<file path="src/rtl/systolic_feed_sequencer.sv">
// Job-level sequencer for the A/B operand extractors and the systolic array.
// It keeps the two extractors in lock-step per wavefront, then drains the array and reports completion.
module systolic_feed_sequencer #(
    parameter int FIF0_DEPTH    = 256,
    parameter int MAX_SIZE      = 16,
    parameter int SYSTOLIC_SIZE = 16,
    parameter int DRAIN_CYCLES  = 32,
    localparam int AW  = $clog2(FIF0_DEPTH),
    localparam int MW  = $clog2(MAX_SIZE) + 1,
    localparam int WCW = $clog2(2 * SYSTOLIC_SIZE),
    localparam int DCW = $clog2(DRAIN_CYCLES + 1)
) (
    input  logic          clk,
    input  logic          rst_n,
    input  logic          start,
    input  logic          abort,
    input  logic [AW-1:0] base_addr_a_in,
    input  logic [AW-1:0] base_addr_b_in,
    input  logic [MW-1:0] matrix_width_in,
    input  logic          ext_a_completed,
    input  logic          ext_b_completed,
    output logic          ext_flush,
    output logic          ext_a_enable,
    output logic          ext_b_enable,
    output logic [AW-1:0] ext_a_base_addr,
    output logic [AW-1:0] ext_b_base_addr,
    output logic [MW-1:0] ext_matrix_width,
    output logic          pe_shift_en,
    output logic [WCW-1:0] wavefront_cnt,
    output logic          busy,
    output logic          done,
    output logic          aborted,
    output logic          sync_err
);

    typedef enum logic [2:0] {
        IDLE  = 3'd0,
        FLUSH = 3'd1,
        FEED  = 3'd2,
        DRAIN = 3'd3,
        DONE  = 3'd4,
        ABORT = 3'd5
    } state_t;

    localparam logic [WCW-1:0] LAST_WF    = WCW'(2 * SYSTOLIC_SIZE - 2);
    localparam logic [DCW-1:0] DRAIN_LAST = DCW'(DRAIN_CYCLES - 1);

    state_t         state_r, state_s;
    logic           a_flag_r, a_flag_s, b_flag_r, b_flag_s;
    logic [DCW-1:0] drain_r, drain_s;
    logic [WCW-1:0] wcnt_r, wcnt_s;
    logic           serr_r, serr_s;
    logic [AW-1:0]  addr_a_r, addr_a_s, addr_b_r, addr_b_s;
    logic [MW-1:0]  width_r, width_s;
    logic           flush_r, ena_r, enb_r, shift_r, busy_r, done_r, aborted_r;
    logic           sync_s;

    // Next-state, flag, counter and latched-configuration logic
    always_comb begin
        state_s  = state_r;
        a_flag_s = a_flag_r;
        b_flag_s = b_flag_r;
        drain_s  = '0;
        wcnt_s   = wcnt_r;
        serr_s   = serr_r;
        addr_a_s = addr_a_r;
        addr_b_s = addr_b_r;
        width_s  = width_r;
        sync_s   = (a_flag_r | ext_a_completed) & (b_flag_r | ext_b_completed);
        case (state_r)
            IDLE: begin
                if (start) begin
                    state_s  = FLUSH;
                    addr_a_s = base_addr_a_in;
                    addr_b_s = base_addr_b_in;
                    width_s  = matrix_width_in;
                    wcnt_s   = '0;
                    serr_s   = 1'b0;
                end else begin
                    state_s = IDLE;
                end
            end
            FLUSH: begin
                if (abort) state_s = ABORT;
                else       state_s = FEED;
            end
            FEED: begin
                if (abort) begin
                    state_s = ABORT;
                end else begin
                    // A completion on an already-finished extractor means the pair lost step
                    serr_s = serr_r | (ext_a_completed & a_flag_r) | (ext_b_completed & b_flag_r);
                    if (sync_s) begin
                        a_flag_s = 1'b0;
                        b_flag_s = 1'b0;
                        wcnt_s   = wcnt_r + WCW'(1);
                        if (wcnt_r == LAST_WF) state_s = DRAIN;
                        else                   state_s = FEED;
                    end else begin
                        a_flag_s = a_flag_r | ext_a_completed;
                        b_flag_s = b_flag_r | ext_b_completed;
                    end
                end
            end
            DRAIN: begin
                if (abort)                    state_s = ABORT;
                else if (drain_r == DRAIN_LAST) state_s = DONE;
                else                          drain_s = drain_r + DCW'(1);
            end
            DONE: begin
                if (abort) state_s = ABORT;
                else       state_s = IDLE;
            end
            ABORT: begin
                state_s = IDLE;
            end
            default: begin
                state_s = IDLE;
            end
        endcase
        if (state_s != FEED) begin
            a_flag_s = 1'b0;
            b_flag_s = 1'b0;
        end else begin
            a_flag_s = a_flag_s;
        end
    end

    // State, flags, counters and registered outputs
    always_ff @(posedge clk or negedge rst_n) begin
        if (!rst_n) begin
            state_r   <= IDLE;
            a_flag_r  <= 1'b0;
            b_flag_r  <= 1'b0;
            drain_r   <= '0;
            wcnt_r    <= '0;
            serr_r    <= 1'b0;
            addr_a_r  <= '0;
            addr_b_r  <= '0;
            width_r   <= '0;
            flush_r   <= 1'b0;
            ena_r     <= 1'b0;
            enb_r     <= 1'b0;
            shift_r   <= 1'b0;
            busy_r    <= 1'b0;
            done_r    <= 1'b0;
            aborted_r <= 1'b0;
        end else begin
            state_r   <= state_s;
            a_flag_r  <= a_flag_s;
            b_flag_r  <= b_flag_s;
            drain_r   <= drain_s;
            wcnt_r    <= wcnt_s;
            serr_r    <= serr_s;
            addr_a_r  <= addr_a_s;
            addr_b_r  <= addr_b_s;
            width_r   <= width_s;
            flush_r   <= (state_s == FLUSH) || (state_s == ABORT);
            ena_r     <= (state_s == FEED) && !a_flag_s;
            enb_r     <= (state_s == FEED) && !b_flag_s;
            // The shift for the final wavefront is the first drain pulse
            shift_r   <= (state_s == DRAIN) || ((state_r == FEED) && sync_s && (state_s == FEED));
            busy_r    <= (state_s == FLUSH) || (state_s == FEED) || (state_s == DRAIN);
            done_r    <= (state_s == DONE);
            aborted_r <= (state_s == ABORT);
        end
    end

    assign ext_flush        = flush_r;
    assign ext_a_enable     = ena_r;
    assign ext_b_enable     = enb_r;
    assign ext_a_base_addr  = addr_a_r;
    assign ext_b_base_addr  = addr_b_r;
    assign ext_matrix_width = width_r;
    assign pe_shift_en      = shift_r;
    assign wavefront_cnt    = wcnt_r;
    assign busy             = busy_r;
    assign done             = done_r;
    assign aborted          = aborted_r;
    assign sync_err         = serr_r;

endmodule
</file>
<file path="config.mk">
export PLATFORM = sky130hd
export DESIGN_NAME = systolic_feed_sequencer
export DESIGN_NICKNAME = d
export VERILOG_FILES = /design/src/rtl/systolic_feed_sequencer.sv
export SDC_FILE = /design/constraint.sdc
export NUM_CORES = 1
export LEC_CHECK = 0
export BUFFER_PORTS_ARGS = -buffer_cell sky130_fd_sc_hd__buf_2
export CORE_MARGIN = 2
export CORE_UTILIZATION = 51
export DETAILED_ROUTE_END_ITERATION = 10
export PLACE_DENSITY = 0.76
export SLEW_MARGIN = 20
export SYNTH_ARGS = -nofsm -noshare
export SYNTH_HDL_FRONTEND = slang
export SYNTH_SLANG_ARGS = --single-unit
</file>
<file path="constraint.sdc">
create_clock -name clk -period 2 [get_ports clk]
set_input_delay 0.1 -clock clk [delete_from_list [all_inputs] [get_ports clk]]
set_output_delay 0.1 -clock clk [all_outputs]
set_load 0.01 [all_outputs]
</file>
==> flow_metrics.py, run 1 <==
metrics = {
    "floorplan": {
        "rows": 22,
        "core_sq_um": 3740,
        "dieArea_sq_um": 4520,
        "num_io_pins": 61,
        "die_x_um": 67.2,
        "start_util": 0.544,
        "die_y_um": 67.2,
    },
    "sta": {
        "worst_pin_slew_ns": 0.624,
        "slew_violations": 0,
        "rsz0062_at_grt": "false",
        "tns_ns": 0,
        "finClkSkew_ns": 0.0123,
        "relSlewSlack": 0.584,
        "fin_crit_sh": 0.901,
        "layout_min_cycle_time_ns": 1.80,
        "max_freq_mhz": 555,
        "hold_violations": 0,
        "setup_viol": 0,
    },
    "route": {
        "routed_wl_um": 3850,
        "wl_per_cell_um": 13.5,
        "dr.pass1.iters": 4,
        "postRouteAntennaNets": 0,
        "via_count": 1486,
        "drcViolationCount": 0,
        "viasPerCell": 5.20,
        "drt_iter0_drc": 72,
    },
    "worst_setup_path": {
        "crit_arrival_ns": 1.94,
        "timing.critical_path.slowest_cell_delay_ns": 0.53,
        "slowest_stage": "dfrtp_1",
        "crit_path_cell_trace": "or3b_1, or3_1, o21a_1, o311ai_0",
        "path_max_fanout": 11,
        "cp-end-kind": "flip-flop",
        "critPathKind": "reg2reg",
        "path_buf_inv": 0,
        "cp.required_ns": 2.14,
        "start_kind": "flip-flop",
        "crit_family": "simple AND/OR/NAND/NOR gates",
    },
    "cts": {
        "cts_tree": "built",
        "cts_sinks": 45,
        "cts_setup_buffers": 0,
        "clk-insertion-delay-late_ns": 0.29,
        "path_clk_slew_ns": 0.08,
        "cts_buffers": 5,
        "root_buffer": "clkbuf_8",
        "ctsHoldBuffers": 1,
        "htree_levels": 2,
        "clockBufferDepth": 2,
        "postCtsResizedCells": 0,
    },
    "synthesis": {
        "yosys_most_used_dff": "dfrtp_1",
        "synth-async-reset-ratio": 1.00,
        "yosysUniqueCellTypes": 40,
        "yosysTopAreaCellShare": 0.553,
        "yosys_warnings": 0,
        "ys_seq_area_frac": 0.553,
        "synth_commonest_cells": "dfrtp_1 (45), mux2_2 (22), nor2_1 (12)",
        "synth.largest_area_cell": "dfrtp_1",
        "synth_area_sq_um": 2040,
        "syn-instance-count": 170,
        "synthTopCellsByArea": "dfrtp_1 (55%), mux2_2 (12%), a21oi_1 (2.5%)",
        "synth_fp_nets": 200,
        "syn_area_per_cell_sq_um": 12.0,
        "synth_most_common_cell": "dfrtp_1",
        "synth-seq-cells": 45,
        "synth_edf_count": 0,
    },
    "power": {
        "p_leak_uw": 0.00118,
        "powerDensity_nw_per_um2": 1320,
        "max-vdd-ir-drop_v": 0.000633,
    },
    "cells_and_area": {
        "area_growth_syn_to_layout_pct": 23.2,
        "antenna_cells": 0,
        "fin_nets": 267,
        "final_layout_size_suffix_gt1_frac": 0.437,
        "instances_no_fill": 286,
        "fillers": 321,
    },
    "global_routing": {
        "gr-total-overflow": 0,
        "grt_max_degree": 30,
        "grt_pass1_vias": 1403,
        "grt_use_total": 0.187,
        "grt_pass1_wl_um": 6200,
        "antenna_found_initial": 0,
    },
    "place": {
        "place_hpwl_um": 2910,
        "numPortBuffers": 60,
        "placedCellCount": 277,
        "place_congestion": 0.803,
    },
    "job": {
        "cap_violations": 0,
    },
    "worst_hold_path": {
        "hp-class": "in2reg",
    },
    "run_status": {
        "run_status": "complete, no violations",
    },
}
==> final timing paths <==
kind	from	end	slack [ns]	cells after the start
worst min register to register	drain_r[0]$_DFF_PN0_	drain_r[0]$_DFF_PN0_	0.46	1
worst max-delay path	state_r[1]$_DFF_PN0_	state_r[0]$_DFF_PN0_	0.20	4
min in group asynchronous	rst_n	ext_matrix_width[4]$_DFFE_PN0P_	0.36	2
worst max register to register	state_r[1]$_DFF_PN0_	state_r[0]$_DFF_PN0_	0.20	4
max in group asynchronous	rst_n	ext_b_base_addr[0]$_DFFE_PN0P_	1.06	3
worst min-delay path	base_addr_a_in[5]	ext_a_base_addr[5]$_DFFE_PN0P_	0.03	2
==> flip-flops by register name, summed over array words and instances, names as in the netlist, 3 cells and up <==
signal            cells
ext_matrix_width      5
state_r               3
ext_a_base_addr       8
wavefront_cnt         5
ext_b_base_addr       8
drain_r               6
==> kinds of logic after synthesis <==
| logic type | share of synthesized area |
|---|---|
| xor gates and xnor gates | 0.0301 |
| AOI/OAI and AO/OA | 0.0977 |
| and+or+nand+nor | 0.151 |
| DFF | 0.553 |
| muxes | 0.127 |
| adders and majority gates | 0.0184 |
| buffers and inverters | 0.0233 |
==> area by class of cell <==
class / instances / area (sq um) / area share
Sequential cell: 45 / 1130 / 0.449
Clock buffer: 6 / 72.6 / 0.0289
Timing Repair Buffer: 69 / 370 / 0.148
Inverter: 2 / 7.51 / 0.00299
Clock inverter: 2 / 10.0 / 0.00399
Tap cell: 48 / 60.1 / 0.0239
Multi-Input combinational cell: 114 / 863 / 0.344
==> report_power, final <==
group	total (uW)	internal [uW]	switching, uW
sequential	1430	1230	205
clock	520	242	278
combinational	1350	696	655
==> stage by stage <==
step | power [uW] | hold WS, ns | setup WS, ns | instance area (sq um) | utilization
finish | 3300 | 0.0341 | 0.199 | 2510 | 0.670
global route | 3550 | 0.0236 | 0.129 | 2510 | 0.670
CTS | 3340 | 0.0273 | 0.215 | 2510 | 0.670
detailed placement | 2810 | 0.147 | 0.254 | 2420 | 0.646
global placement | 2760 | 0.147 | 0.297 | 2420 | 0.646
floorplan | 2300 | -0.196 | 0.247 | 2040 | -
==> worst reg2reg max path, delay by kind of cell (launching register included) <==
family | cells | cell delay [ns]
simple gates | 2 | 0.85
flops | 1 | 0.53
compound gates | 2 | 0.26
==> per-layer routing <==
metal  GRT usage  vias to the layer above  share of wire
met1       0.240                      696           0.48
met2       0.301                       43           0.46
li1            -                      745              -
met3      0.0533                        2          0.056
met4      0.0714                        0         0.0062
met5           0                        -              0
==> layout by cell type (no fill, tap or decap), types with 2 or more instances in the layout <==
master     n
buf_2     60
dfrtp_1   45
mux2_2    22
nor2_1    12
a21oi_1   10
buf_4      8
nand2_1    7
nor3_1     6
nor4_1     5
xnor2_1    5
clkbuf_8   5
nand3_1    4
or3_1      4
nor2b_1    3
o21a_1     3
o21ai_0    3
ha_1       3
inv_1      2
o22ai_1    2
nand4_1    2
xor2_1     2
a22o_1     2
clkinv_2   2
No activity file was read; power rests on OpenSTA's default activity.
==> inputs of run 2 (changes only) <==
- HOLD_SLACK_MARGIN: default -> 0.06
==> run 2 against run 1 <==
Compared with the run above:
- flip-flop and latch count unchanged
- cell count increased by 7.0%
- global-route usage increased by 1.2 points
- setup slack about the same
- clock-buffer cell count unchanged
- via count increased by 5.1%
- critical path type unchanged
- critical endpoint unchanged
- highest routed layer unchanged
==> flow_metrics.py, run 2 (synthesis gave the netlist of run 1 again) <==
metrics = {
    "route": {
        "viasPerCell": 5.10,
        "drt_iter0_drc": 45,
        "postRouteAntennaNets": 0,
        "routed_wl_um": 4160,
        "drcViolationCount": 0,
        "via_count": 1562,
        "wl_per_cell_um": 13.6,
        "dr.pass1.iters": 4,
    },
    "global_routing": {
        "grt_max_degree": 30,
        "antenna_found_initial": 0,
        "grt_pass1_wl_um": 6560,
        "grt_use_total": 0.198,
        "grt_pass1_vias": 1463,
        "gr-total-overflow": 0,
    },
    "sta": {
        "slew_violations": 0,
        "setup_viol": 0,
        "layout_min_cycle_time_ns": 1.80,
        "fin_crit_sh": 0.901,
        "worst_slack_ns": 0.199,
        "finClkSkew_ns": 0.0124,
        "tns_ns": 0,
        "rsz0062_at_grt": "false",
        "worst_pin_slew_ns": 0.625,
        "relSlewSlack": 0.584,
        "max_freq_mhz": 555,
        "hold_violations": 0,
    },
    "cts": {
        "clk-insertion-delay-late_ns": 0.29,
        "cts_buffers": 5,
        "cts_setup_buffers": 0,
        "root_buffer": "clkbuf_8",
        "postCtsResizedCells": 0,
        "cts_sinks": 45,
        "cts_tree": "built",
        "htree_levels": 2,
        "clockBufferDepth": 2,
        "path_clk_slew_ns": 0.08,
    },
    "worst_setup_path": {
        "worst_r2r_path_depth": 4,
        "timing.critical_path.slowest_cell_delay_ns": 0.53,
        "path_max_fanout": 11,
        "slowest_stage": "dfrtp_1",
        "r2r_start": "state_r[1]$_DFF_PN0_",
        "cp-end-kind": "flip-flop",
        "crit_path_cell_trace": "or3b_1, or3_1, o21a_1, o311ai_0",
        "start_kind": "flip-flop",
        "cp.required_ns": 2.14,
        "worstSetupPathDepth": 4,
        "r2r_slack_ns": 0.20,
        "path_buf_inv": 0,
        "r2r-end": "state_r[0]$_DFF_PN0_",
        "crit_arrival_ns": 1.94,
        "critPathKind": "reg2reg",
        "crit_family": "simple AND/OR/NAND/NOR gates",
    },
    "place": {
        "numPortBuffers": 60,
        "place_hpwl_um": 2910,
        "place_congestion": 0.803,
        "pre_cts_slack_ns": 0.254,
    },
    "power": {
        "max-vdd-ir-drop_v": 0.000634,
        "powerDensity_nw_per_um2": 1230,
        "p_leak_uw": 0.00126,
    },
    "floorplan": {
        "die_x_um": 67.2,
        "start_util": 0.544,
        "core_sq_um": 3740,
        "num_io_pins": 61,
        "dieArea_sq_um": 4520,
        "die_y_um": 67.2,
        "rows": 22,
    },
    "worst_hold_path": {
        "min_to": "ext_b_base_addr[0]$_DFFE_PN0P_",
        "hp-class": "in2reg",
        "worstHoldStart": "base_addr_b_in[0]",
        "worstHoldPathCells": 2,
    },
    "cells_and_area": {
        "fin_nets": 287,
        "final_cell_mix": "buf_2 (60), dfrtp_1 (45), mux2_2 (22), dlygate4sd3_1 (21), nor2_1 (12)",
        "final_layout_size_suffix_gt1_frac": 0.403,
        "area_growth_syn_to_layout_pct": 33.0,
        "mostFrequentLayoutCell": "buf_2",
        "antenna_cells": 0,
    },
    "job": {
        "cap_violations": 0,
    },
    "run_status": {
        "run_status": "complete, no violations",
    },
}
## run 2: cell count changes in the layout (fill, tap and decap cells not counted)
cell           change
dlygate4sd3_1     +20
## run 2: cell type report
class / count / area (sq um)
clock buffer: 6 / 72.6
clock inverter: 2 / 10.0
fill: 293 / 1030
inverter: 2 / 7.51
multi-input combinational: 114 / 863
sequential: 45 / 1130
tap: 48 / 60.1
timing repair buffer: 89 / 571
## run 2: layer usage
layer | vias to the layer above | GRT usage | share of wire
met1 | 727 | 0.253 | 0.46
met3 | 4 | 0.0533 | 0.054
li1 | 786 | - | -
met2 | 45 | 0.324 | 0.47
met4 | 0 | 0.0765 | 0.012
met5 | - | 0 | 0
## run 2: through the flow
step                instance area, sq um  instances   util  hold slack [ns]  total power (uW)
finish                              2710        306  0.724           0.0657              3340
global route                        2710        306  0.724           0.0617              3580
CTS                                 2690        304  0.719           0.0619              3370
detailed placement                  2420        277  0.646            0.147              2810
global placement                    2420        277  0.646            0.147              2760
floorplan                           2040        170      -           -0.196              2300
## run 2: power breakdown
group | leakage, uW | switching, uW | internal (uW)
clock network | 0.0000450 | 280 | 242
logic | 0.000646 | 669 | 722
registers | 0.000571 | 205 | 1230
## run 2: worst register-to-register path, delay by kind of cell, from the launching register on
| kind | cells | cell delay, ns |
|---|---|---|
| compound gates | 2 | 0.26 |
| flops | 1 | 0.53 |
| simple gates | 2 | 0.85 |
## run 2: what timing repair did
| action | CTS | global route |
|---|---|---|
| endpoints found under the hold margin | 45 | 2 |
| endpoints found under the setup margin | 0 | 0 |
| hold buffers | 19 | 2 |
## run 2: how the worst max path moves through the flow
stage                               startpoint                              to  slack, ns
final                     state_r[1]$_DFF_PN0_            state_r[0]$_DFF_PN0_       0.20
after global routing      state_r[1]$_DFF_PN0_              b_flag_r$_DFF_PN0_       0.13
after CTS                 state_r[1]$_DFF_PN0_            state_r[0]$_DFF_PN0_       0.22
after detailed placement  state_r[2]$_DFF_PN0_            state_r[0]$_DFF_PN0_       0.25
after floorplan           state_r[2]$_DFF_PN0_  ext_a_base_addr[0]$_DFFE_PN0P_       0.25
after global placement    state_r[1]$_DFF_PN0_            state_r[0]$_DFF_PN0_       0.30
==> inputs of run 3 (changes only) <==
- ABC_AREA: default -> 1
==> run 3 against run 2 <==
Compared with the run above:
- global-route usage up 3.0 points
- maximum frequency up 23%
- sequential power about the same
==> flow_metrics.py, run 3 <==
metrics = {
    "place": {
        "pre_cts_slack_ns": 0.519,
        "placedCellCount": 334,
        "placed_cell_area_sq_um": 2400,
        "place_hpwl_um": 2950,
        "place_congestion": 0.843,
        "numPortBuffers": 60,
    },
    "sta": {
        "slew_violations": 0,
        "tns_ns": 0,
        "fin_crit_sh": 0.733,
        "worst_slack_ns": 0.533,
        "rsz0062_at_grt": "false",
        "relSlewSlack": 0.643,
        "max_freq_mhz": 682,
        "layout_min_cycle_time_ns": 1.47,
        "hold_violations": 0,
        "worst_pin_slew_ns": 0.536,
        "setup_viol": 0,
        "finClkSkew_ns": 0.00507,
    },
    "floorplan": {
        "die_x_um": 67.2,
        "num_io_pins": 61,
        "die_y_um": 67.2,
        "core_sq_um": 3740,
        "dieArea_sq_um": 4510,
        "rows": 22,
        "start_util": 0.544,
    },
    "worst_setup_path": {
        "path_max_fanout": 4,
        "cp-end-kind": "flip-flop",
        "timing.critical_path.slowest_cell_delay_ns": 0.38,
        "crit_arrival_ns": 1.70,
        "start_kind": "flip-flop",
        "crit_family": "simple AND/OR/NAND/NOR gates",
        "path_buf_inv": 1,
        "critPathKind": "reg2reg",
        "crit_path_cell_trace": "ha_1, nand3_2, nor2_4, nand2_1, nand2_1, inv_1, nor2_4, nand2_4, nor2_2",
        "slowest_stage": "dfrtp_1",
        "cp.required_ns": 2.23,
    },
    "route": {
        "routed_wl_um": 4340,
        "viasPerCell": 4.87,
        "postRouteAntennaNets": 0,
        "drt_iter0_drc": 66,
        "drcViolationCount": 0,
        "wl_per_cell_um": 11.9,
        "dr.pass1.iters": 4,
        "via_count": 1776,
    },
    "synthesis": {
        "synth_edf_count": 0,
        "synth_most_common_cell": "nand2_1",
        "synthTopCellsByArea": "dfrtp_1 (55%), nand2_1 (17%), nor2_4 (3.3%)",
        "yosys_warnings": 0,
        "yosysTopAreaCellShare": 0.553,
        "synth_area_sq_um": 2040,
        "synth-seq-cells": 45,
        "synth.largest_area_cell": "dfrtp_1",
        "yosysUniqueCellTypes": 29,
        "yosys_most_used_dff": "dfrtp_1",
        "synth_fp_nets": 257,
        "synth-async-reset-ratio": 1.00,
        "syn-instance-count": 227,
        "ys_seq_area_frac": 0.553,
        "syn_area_per_cell_sq_um": 8.97,
        "synth_commonest_cells": "nand2_1 (91), dfrtp_1 (45), nor2_1 (17)",
    },
    "power": {
        "combPwrFrac": 0.400,
        "max-vdd-ir-drop_v": 0.000774,
        "p_leak_uw": 0.00150,
        "p_int_uw": 1950,
        "pwr-share-clk": 0.167,
        "power.total_uw": 3260,
        "powerDensity_nw_per_um2": 1200,
        "seqPwrFrac": 0.433,
        "netSwitchingFraction": 0.400,
        "power.switching_uw": 1300,
    },
    "global_routing": {
        "gr-total-overflow": 0,
        "antenna_found_initial": 0,
        "grt_use_total": 0.228,
        "grt_pass1_wl_um": 7810,
        "grt_max_degree": 25,
        "grt_pass1_vias": 1807,
    },
    "cts": {
        "cts_buffers": 5,
        "clockBufferDepth": 2,
        "root_buffer": "clkbuf_8",
        "cts_sinks": 45,
        "cts_tree": "built",
        "path_clk_slew_ns": 0.08,
        "htree_levels": 2,
        "clk-insertion-delay-late_ns": 0.29,
    },
    "cells_and_area": {
        "antenna_cells": 0,
        "fin_nets": 346,
        "stdcell_area_sq_um": 2720,
        "mostFrequentLayoutCell": "nand2_1",
        "final_cell_mix": "nand2_1 (91), buf_2 (60), dfrtp_1 (45), dlygate4sd3_1 (23), nor2_1 (17)",
        "final_layout_size_suffix_gt1_frac": 0.322,
        "instances_no_fill": 365,
        "area_growth_syn_to_layout_pct": 33.4,
    },
    "run_status": {
        "run_status": "complete, no violations",
    },
    "job": {
        "cap_violations": 0,
    },
    "worst_hold_path": {
        "hp-class": "in2reg",
    },
}
## run 3: changes by cell type in the layout (fill, tap and decap cells not counted), moves of 5 or more
cell / before / now
nor2_1: 12 / 17
buf_4: 8 / 3
nand2_1: 7 / 91
inv_1: 2 / 14
nor2_4: 0 / 6
mux2_2: 22 / 0
nand2_2: 0 / 6
nor3_1: 6 / 1
## run 3: metrics by stage
| stage | util | hold slack, ns |
|---|---|---|
| final | 0.726 | 0.173 |
| after global routing | 0.726 | 0.226 |
| after CTS | 0.726 | 0.160 |
| after detailed placement | 0.641 | 0.110 |
| after global placement | 0.641 | 0.105 |
| after floorplan | - | -0.196 |
## run 3: cells by family (layout without fill, tap and decap cells)
family,Yosys count,after routing,share of synthesized area
xor+xnor,4,4,0.0172
buf+inv,23,113,0.0467
flops,45,45,0.553
simple gates,139,139,0.323
fa+ha+maj,3,3,0.0184
compound gates,13,13,0.0418
## run 3: tightest hold or removal path, cell delays in order
cell and delay (ns):
buf_2 0.09, a22o_1 0.11, a21oi_1 0.06, nor2_1 0.07
## run 3: cell type report
cell class                 count  area, sq um
tap                           48         60.1
clock inverter                 3         17.5
inverter                      19         76.3
fill                         291         1030
multi-input combinational    159          815
sequential                    45         1130
clock buffer                   5         68.8
timing repair buffer          86          553
## run 3: layer usage
metal / track usage / share of wire / up-vias
li1: - / - / 873
met1: 0.271 / 0.42 / 838
met2: 0.411 / 0.51 / 61
met3: 0.0567 / 0.063 / 4
met4: 0.0612 / 0.0085 / 0
met5: 0 / 0 / -
## run 3: worst paths after layout
kind	slack, ns	cells after the start	endpoint	startpoint
worst max-delay path	0.53	9	ext_b_enable$_DFF_PN0_	drain_r[0]$_DFF_PN0_
worst min-delay path	0.17	4	sync_err$_DFFE_PN0P_	ext_b_completed
worst max register to register	0.53	9	ext_b_enable$_DFF_PN0_	drain_r[0]$_DFF_PN0_
worst min register to register	0.46	1	drain_r[0]$_DFF_PN0_	drain_r[0]$_DFF_PN0_
max in group asynchronous	1.10	3	ext_a_base_addr[3]$_DFFE_PN0P_	rst_n
min in group asynchronous	0.32	2	drain_r[3]$_DFF_PN0_	rst_n
## run 3: what timing repair did
action / in CTS / in global routing
hold buffers: 23 / 0
gates resized for setup: 0 / 0
setup buffers: 0 / 0
endpoints found under the setup margin: 0 / 0
endpoints found under the hold margin: 44 / 0
## run 3: power groups by stage
stage / combinational (uW) / clock, uW / sequential [uW]
floorplan: 708 / 0 / 1530
global placement: 1250 / 0 / 1420
detailed placement: 1290 / 0 / 1410
CTS: 1310 / 564 / 1410
global route: 1470 / 607 / 1440
finish: 1300 / 543 / 1410
